`src/rtl/lif_pkg.sv`:
```
// Shared types for the LIF neuron array: controller states and beat width.
package lif_pkg;

  localparam int BEAT_W = 8;

  typedef enum logic [1:0] {
    COLLECT = 2'd0,
    UPDATE  = 2'd1,
    LOAD    = 2'd2
  } state_t;

endpackage

```
`src/rtl/lif_neuron_core.sv`:
```
// One leaky integrate-and-fire neuron: popcount synapses, leak, saturate, fire.
// Optional refractory counter enabled by LIF_REFRACTORY_EN.
module lif_neuron_core
  import lif_pkg::*;
#(
  parameter int INPUTS  = 64,
  parameter int U_W     = 10,
  parameter int REFRACT = 2
) (
  input  logic              clk,
  input  logic              reset,
  input  logic              update,
  input  logic [INPUTS-1:0] w,
  input  logic [INPUTS-1:0] x,
  input  logic [2:0]        shift,
  input  logic [U_W-1:0]    threshold,
  output logic              spike,
  output logic [U_W-1:0]    u
);

  if (REFRACT < 0) begin : g_bad_refract
    $error("lif_neuron_core: REFRACT must be non-negative");
  end

  logic [U_W-1:0]    u_q, u_d;
  logic              spike_q, spike_d;
  logic              refr_active;
  logic [INPUTS-1:0] wx;
  logic [U_W:0]      dot;
  logic [U_W:0]      dot_eff;
  logic [U_W-1:0]    leak;
  logic [U_W:0]      v_wide;
  logic [U_W-1:0]    v;
  logic              fire;

`ifdef LIF_REFRACTORY_EN
  localparam int R_W = (REFRACT > 0) ? $clog2(REFRACT + 1) : 1;
  localparam logic [R_W-1:0] REFRACT_V = R_W'(REFRACT);
  logic [R_W-1:0] refr_q, refr_d;

  assign refr_active = (refr_q != '0);

  always_comb begin
    refr_d = refr_q;
    if (update) begin
      if (fire)
        refr_d = REFRACT_V;
      else if (refr_active)
        refr_d = refr_q - 1'b1;
    end
  end

  always_ff @(posedge clk) begin
    if (reset) refr_q <= '0;
    else       refr_q <= refr_d;
  end
`else
  assign refr_active = 1'b0;
`endif

  always_comb begin
    wx  = w & x;
    dot = '0;
    for (int i = 0; i < INPUTS; i++)
      dot = dot + {{U_W{1'b0}}, wx[i]};
    dot_eff = refr_active ? '0 : dot;
    // Shift of zero means no leak, not "leak everything".
    leak   = (shift == 3'd0) ? '0 : (u_q >> shift);
    v_wide = {1'b0, u_q} - {1'b0, leak} + dot_eff;
    v      = v_wide[U_W] ? '1 : v_wide[U_W-1:0];
    fire   = !refr_active && (v >= threshold);

    u_d     = u_q;
    spike_d = spike_q;
    if (update) begin
      spike_d = fire;
      u_d     = fire ? (v - threshold) : v;
    end
  end

  always_ff @(posedge clk) begin
    if (reset) begin
      u_q     <= '0;
      spike_q <= 1'b0;
    end else begin
      u_q     <= u_d;
      spike_q <= spike_d;
    end
  end

  assign spike = spike_q;
  assign u     = u_q;

endmodule

```
`src/rtl/lif_neuron_array.sv`:
```
// Array of LIF neurons sharing one byte-streamed input vector; weights are
// streamed in LOAD. Refractory behaviour is selected with LIF_REFRACTORY_EN.
module lif_neuron_array
  import lif_pkg::*;
#(
  parameter int INPUTS  = 64,
  parameter int NEURONS = 4,
  parameter int U_W     = 10,
  parameter int REFRACT = 2,
  localparam int SEL_W  = (NEURONS > 1) ? $clog2(NEURONS) : 1
) (
  input  logic               clk,
  input  logic               reset,
  input  logic               load_en,
  input  logic               data_valid,
  input  logic [7:0]         data_in,
  output logic               data_ready,
  input  logic [2:0]         shift,
  input  logic [U_W-1:0]     threshold,
  output logic [NEURONS-1:0] spikes,
  output logic               step_done,
  input  logic [SEL_W-1:0]   u_sel,
  output logic [U_W-1:0]     u_out
);

  localparam int BEATS  = INPUTS / BEAT_W;
  localparam int CNT_W  = $clog2(BEATS + 1);
  localparam int W_BITS = NEURONS * INPUTS;
  localparam logic [CNT_W-1:0] LAST_BEAT = CNT_W'(BEATS - 1);

  if ((INPUTS % BEAT_W) != 0 || INPUTS < BEAT_W) begin : g_bad_inputs
    $error("lif_neuron_array: INPUTS must be a multiple of 8 and >= 8");
  end
  if (U_W < $clog2(INPUTS + 1)) begin : g_bad_uw
    $error("lif_neuron_array: U_W too narrow for INPUTS");
  end

  state_t             state_q, state_d;
  logic [CNT_W-1:0]   beat_cnt_q, beat_cnt_d;
  logic [INPUTS-1:0]  x_q, x_d;
  logic [W_BITS-1:0]  w_q, w_d;
  logic               step_done_q, step_done_d;
  logic [U_W-1:0]     u_vec [NEURONS];

  always_comb begin
    state_d     = state_q;
    beat_cnt_d  = beat_cnt_q;
    x_d         = x_q;
    w_d         = w_q;
    step_done_d = 1'b0;
    case (state_q)
      COLLECT: begin
        // Switching to weight load drops any partially collected vector.
        if (load_en) begin
          state_d    = LOAD;
          beat_cnt_d = '0;
        end else if (data_valid) begin
          x_d = INPUTS'({x_q, data_in});
          if (beat_cnt_q == LAST_BEAT) begin
            state_d    = UPDATE;
            beat_cnt_d = '0;
          end else begin
            beat_cnt_d = beat_cnt_q + 1'b1;
          end
        end
      end
      UPDATE: begin
        state_d     = COLLECT;
        step_done_d = 1'b1;
      end
      LOAD: begin
        if (data_valid)
          w_d = W_BITS'({w_q, data_in});
        if (!load_en) begin
          state_d    = COLLECT;
          beat_cnt_d = '0;
        end
      end
      default: state_d = COLLECT;
    endcase
  end

  always_ff @(posedge clk) begin
    if (reset) begin
      state_q     <= COLLECT;
      beat_cnt_q  <= '0;
      x_q         <= '0;
      w_q         <= '0;
      step_done_q <= 1'b0;
    end else begin
      state_q     <= state_d;
      beat_cnt_q  <= beat_cnt_d;
      x_q         <= x_d;
      w_q         <= w_d;
      step_done_q <= step_done_d;
    end
  end

  assign data_ready = (state_q != UPDATE);
  assign step_done  = step_done_q;

  for (genvar gi = 0; gi < NEURONS; gi++) begin : g_neuron
    lif_neuron_core #(
      .INPUTS (INPUTS),
      .U_W    (U_W),
      .REFRACT(REFRACT)
    ) u_core (
      .clk      (clk),
      .reset    (reset),
      .update   (state_q == UPDATE),
      .w        (w_q[gi*INPUTS +: INPUTS]),
      .x        (x_q),
      .shift    (shift),
      .threshold(threshold),
      .spike    (spikes[gi]),
      .u        (u_vec[gi])
    );
  end

  always_comb begin
    u_out = '0;
    for (int k = 0; k < NEURONS; k++)
      if (int'(u_sel) == k) u_out = u_vec[k];
  end

endmodule

```
`config.mk`:
```
export PLATFORM = sky130hd
export DESIGN_NAME = lif_neuron_array
export DESIGN_NICKNAME = d
export VERILOG_FILES = /design/src/rtl/lif_pkg.sv /design/src/rtl/lif_neuron_core.sv /design/src/rtl/lif_neuron_array.sv
export SDC_FILE = /design/constraint.sdc
export NUM_CORES = 2
export LEC_CHECK = 0
export ABC_AREA = 1
export BUFFER_PORTS_ARGS = -buffer_cell sky130_fd_sc_hd__buf_2
export CORE_ASPECT_RATIO = 1.2
export CORE_UTILIZATION = 55
export CTS_CLUSTER_DIAMETER = 50
export DETAILED_ROUTE_END_ITERATION = 10
export HOLD_SLACK_MARGIN = 0.08
export PLACE_DENSITY = 0.75
export SETUP_SLACK_MARGIN = 0.02
export SLEW_MARGIN = 15
export SYNTH_ARGS = -nofsm -noshare
export SYNTH_HDL_FRONTEND = slang
export SYNTH_SLANG_ARGS = --single-unit
```
`constraint.sdc`:
```
create_clock -name clk -period 9.6 [get_ports clk]
set_input_delay 0 -clock clk [delete_from_list [all_inputs] [get_ports clk]]
set_output_delay 0 -clock clk [all_outputs]
set_load 0.005 [all_outputs]
```
==> summary.md <==
| Metric | Value |
|---|---|
| Final setup viols | 0 |
| Seq/Total Area, Yosys | 25.12% |
| Fillers | 4885 |
| Antenna Nets Post-Route | 0 |
| CP dominant cell by count | fa_1 |
| RSZ-0062 raised after global routing | no |
| Area post-placement | 0.03003 sq mm |
| Startpoint of the worst hold path | threshold[1] |
| Initial antenna violation count | 0 |
| Area of the multi-input gates | 0.01930 sq mm |
| Core Region | 0.05284 sq mm |
| Asr flop ratio synth | 0% |
| Post-CTS Setup Inserts | 0 |
| Critical Path Max Stage Delay | 0.61 ns |
| Path type of the worst setup path | reg2reg |
| Global-route wire length before repair | 134400 microns |
| CTS Hold Bufs | 13 |
| Num rows | 92 |
| Yosys cell types | 41 |
| GP Congestion | 0.9472 |
| Status | finished clean |
| Reg clk slew, reported paths | 0.06 ns |
| Hold Crit Endpoint | g_neuron[3].u_core.u[1] |
| Max H-tree Level | 2 |
| CP startpoint kind | flip-flop |
| Worst r2r src | x_q[26] |
| Most frequent cells in the layout | nand2_1 (1002), inv_1 (540), a21oi_1 (394) |
| Slowest CP cell | fa_1 |
| Die Wd | 213.7 microns |
| Reg-to-reg slack, setup | 1.04 ns |
| Inserted Clock Buffers | 47 |
| Max cap viols | 0 |
| Maximum buffer depth of the clock tree | 3 |
| Cell count after synthesis | 3971 |
| Area Growth Syn to Fin | 7.422% |
| Detailed Place HPWL | 63360 microns |
| Clock skew | 0.02185 ns |
| Reg-to-reg endpoint | g_neuron[3].u_core.u[0] |
| CP Max Fanout | 15 |
| CTS tree | done |
| DIE AREA | 0.05469 sq mm |
| FMAX | 0.1168 GHz |
| DRT iter0 DRCs | 2272 |
| Commonest non-fill, non-tap cell in the layout | nand2_1 |
| PwrDens | 130.2 mW/mm^2 |
| Data required time of the worst path | 10.03 ns |
| Net Count, Synth | 4563 |
| DR DRC count | 0 |
| Routed wire length | 84120 microns |
| CTS-repair resized insts | 0 |
| Path type of the worst min-delay path | in2reg |
| Fin area | 0.03176 sq mm |
| CTS sink cnt | 371 |
| Final worst path period need | 8.563 ns |
| Antenna cell count | 0 |
| Top_reg_cell synth | dfxtp_1 |
| Syn Area/Cell | 7.446 sq um |
| Setup tns final | 0 ns |
| Layout cell share with drive strength beyond 1 | 4.512% |
| Gr usage total | 31.18% |
| WL/cell | 18.09 microns |
| GRT overflow | 0 |
| Period utilization | 89.20% |
| Worst skew pair latency | 0.61 ns |
| Worst slew margin | 25.02% |
| R2R depth | 30 |
| Worst slew pin tran | 1.123 ns |
| Synthesis Warnings | 0 |
| Flops & latches, synth | 371 |
| CP Capture Type | flip-flop |
| Largest net degree at the start of global routing | 134 |
| Vias/cell | 5.582 |
| IO Port Bufs | 42 |
| Sequential Area | 0.007427 sq mm |
| Post-synth EDFFs | 0 |
| Final hold viol count | 0 |
| Initial core utilization | 55.96% |
| VDD IR max | 0.1477 mV |
| Post-Syn Area | 0.02957 sq mm |
| Fin. max-slew vios | 0 |
| Vias | 25960 |
| IO Pins | 43 |
| Hold WS | 0.1176 ns |
| Final #Nets | 4504 |
| Leak | 14.41 nW |
| TritonRoute pass-1 iters | 8 |
| Arrival @ worst endpoint | 8.99 ns |
| Vias in the first global route | 25080 |
| Root Buffer | clkbuf_16 |
| Hold Path Stages | 5 |
| Die Span Y | 256.0 microns |
==> worst max path at each step <==
stage	slack, ns	startpoint	depth (start not counted)	end
floorplan	2.27	x_q[44]	34	g_neuron[0].u_core.u[3]
global placement	1.03	shift[1]	32	g_neuron[3].u_core.u[7]
detailed placement	0.92	shift[1]	33	g_neuron[1].u_core.u[8]
CTS	1.05	x_q[30]	30	g_neuron[1].u_core.u[5]
global route	0.53	x_q[46]	32	g_neuron[1].u_core.u[5]
finish	1.04	x_q[26]	30	g_neuron[3].u_core.u[0]
==> layout make-up <==
type	instances	share of cell area [%]
Timing Repair Buffer	72	1.532
Inverter	548	6.480
Sequential cell	371	23.38
Clock inverter	23	0.9888
Tap cell	705	2.777
Clock buffer	59	4.069
Multi-Input combinational cell	2872	60.77
==> Yosys cell counts, drive strengths merged (4+ instances only) <==
cell	number	area, sq um
dfxtp	371	7427
o22ai	9	56.30
xnor2	20	175.2
xor2	23	201.4
a31oi	7	43.79
nand4	16	106.4
a21oi	403	2051
o21bai	10	75.07
nor3	7	35.03
or2	5	31.28
fa	232	4644
inv	548	2057
mux2i	8	80.08
nor2	227	854.6
buf	74	406.6
a32o	8	80.08
o21ai	164	824.5
ha	333	4167
nand3	369	1877
nand3b	8	63.81
clkbuf	106	397.9
nand2	1011	3820
a21o	4	30.03
==> per-layer routing <==
| layer | part of all wire [%] | track usage, % | up-vias |
|---|---|---|---|
| met5 | 0 | 0 | - |
| li1 | - | - | 12600 |
| met1 | 41 | 39.40 | 12150 |
| met2 | 47 | 51.17 | 959 |
| met3 | 5.8 | 3.742 | 250 |
| met4 | 6.3 | 17.72 | 0 |
==> power breakdown <==
part | switching [mW] | internal [mW]
Clock | 0.748 | 1.10
Sequential | 0.0520 | 1.56
Combinational | 0.460 | 0.219
Total | 1.26 | 2.88
==> cells by family after synthesis <==
| kind of cell | count (synthesis) | share of synthesized area, % |
|---|---|---|
| compound gates | 611 | 10.86 |
| xor+xnor | 43 | 1.274 |
| fa+ha+maj | 565 | 29.80 |
| buf+inv | 728 | 9.678 |
| flops | 371 | 25.12 |
| mux | 8 | 0.2708 |
| simple gates | 1645 | 23.00 |
==> critical path: cells and delay by family, from the launching register on <==
family | cells | cell delay [ns]
adders and majority gates | 11 | 5.09
buffers and inverters | 6 | 0.89
DFF | 1 | 0.53
and+or+nand+nor | 10 | 1.47
AOI/OAI and AO/OA | 3 | 0.35
==> registers in the layout, indices dropped and copies added (netlist names) <==
name,cells
beat_cnt_q,4
g_neuron.u_core.spike,4
g_neuron.u_core.u,40
state_q,2
step_done,1
w_q,256
x_q,64
==> through the flow <==
stage	std cells	power [mW]	setup WS, ns	utilization [%]
global route	4650	4.303	0.5350	60.11
global placement	4555	2.304	1.026	56.83
floorplan	3971	2.122	2.269	-
detailed placement	4555	2.306	0.9214	56.83
finish	4650	4.136	1.037	60.11
CTS	4650	4.149	1.054	60.11
Power figures use the tool's default switching activity.
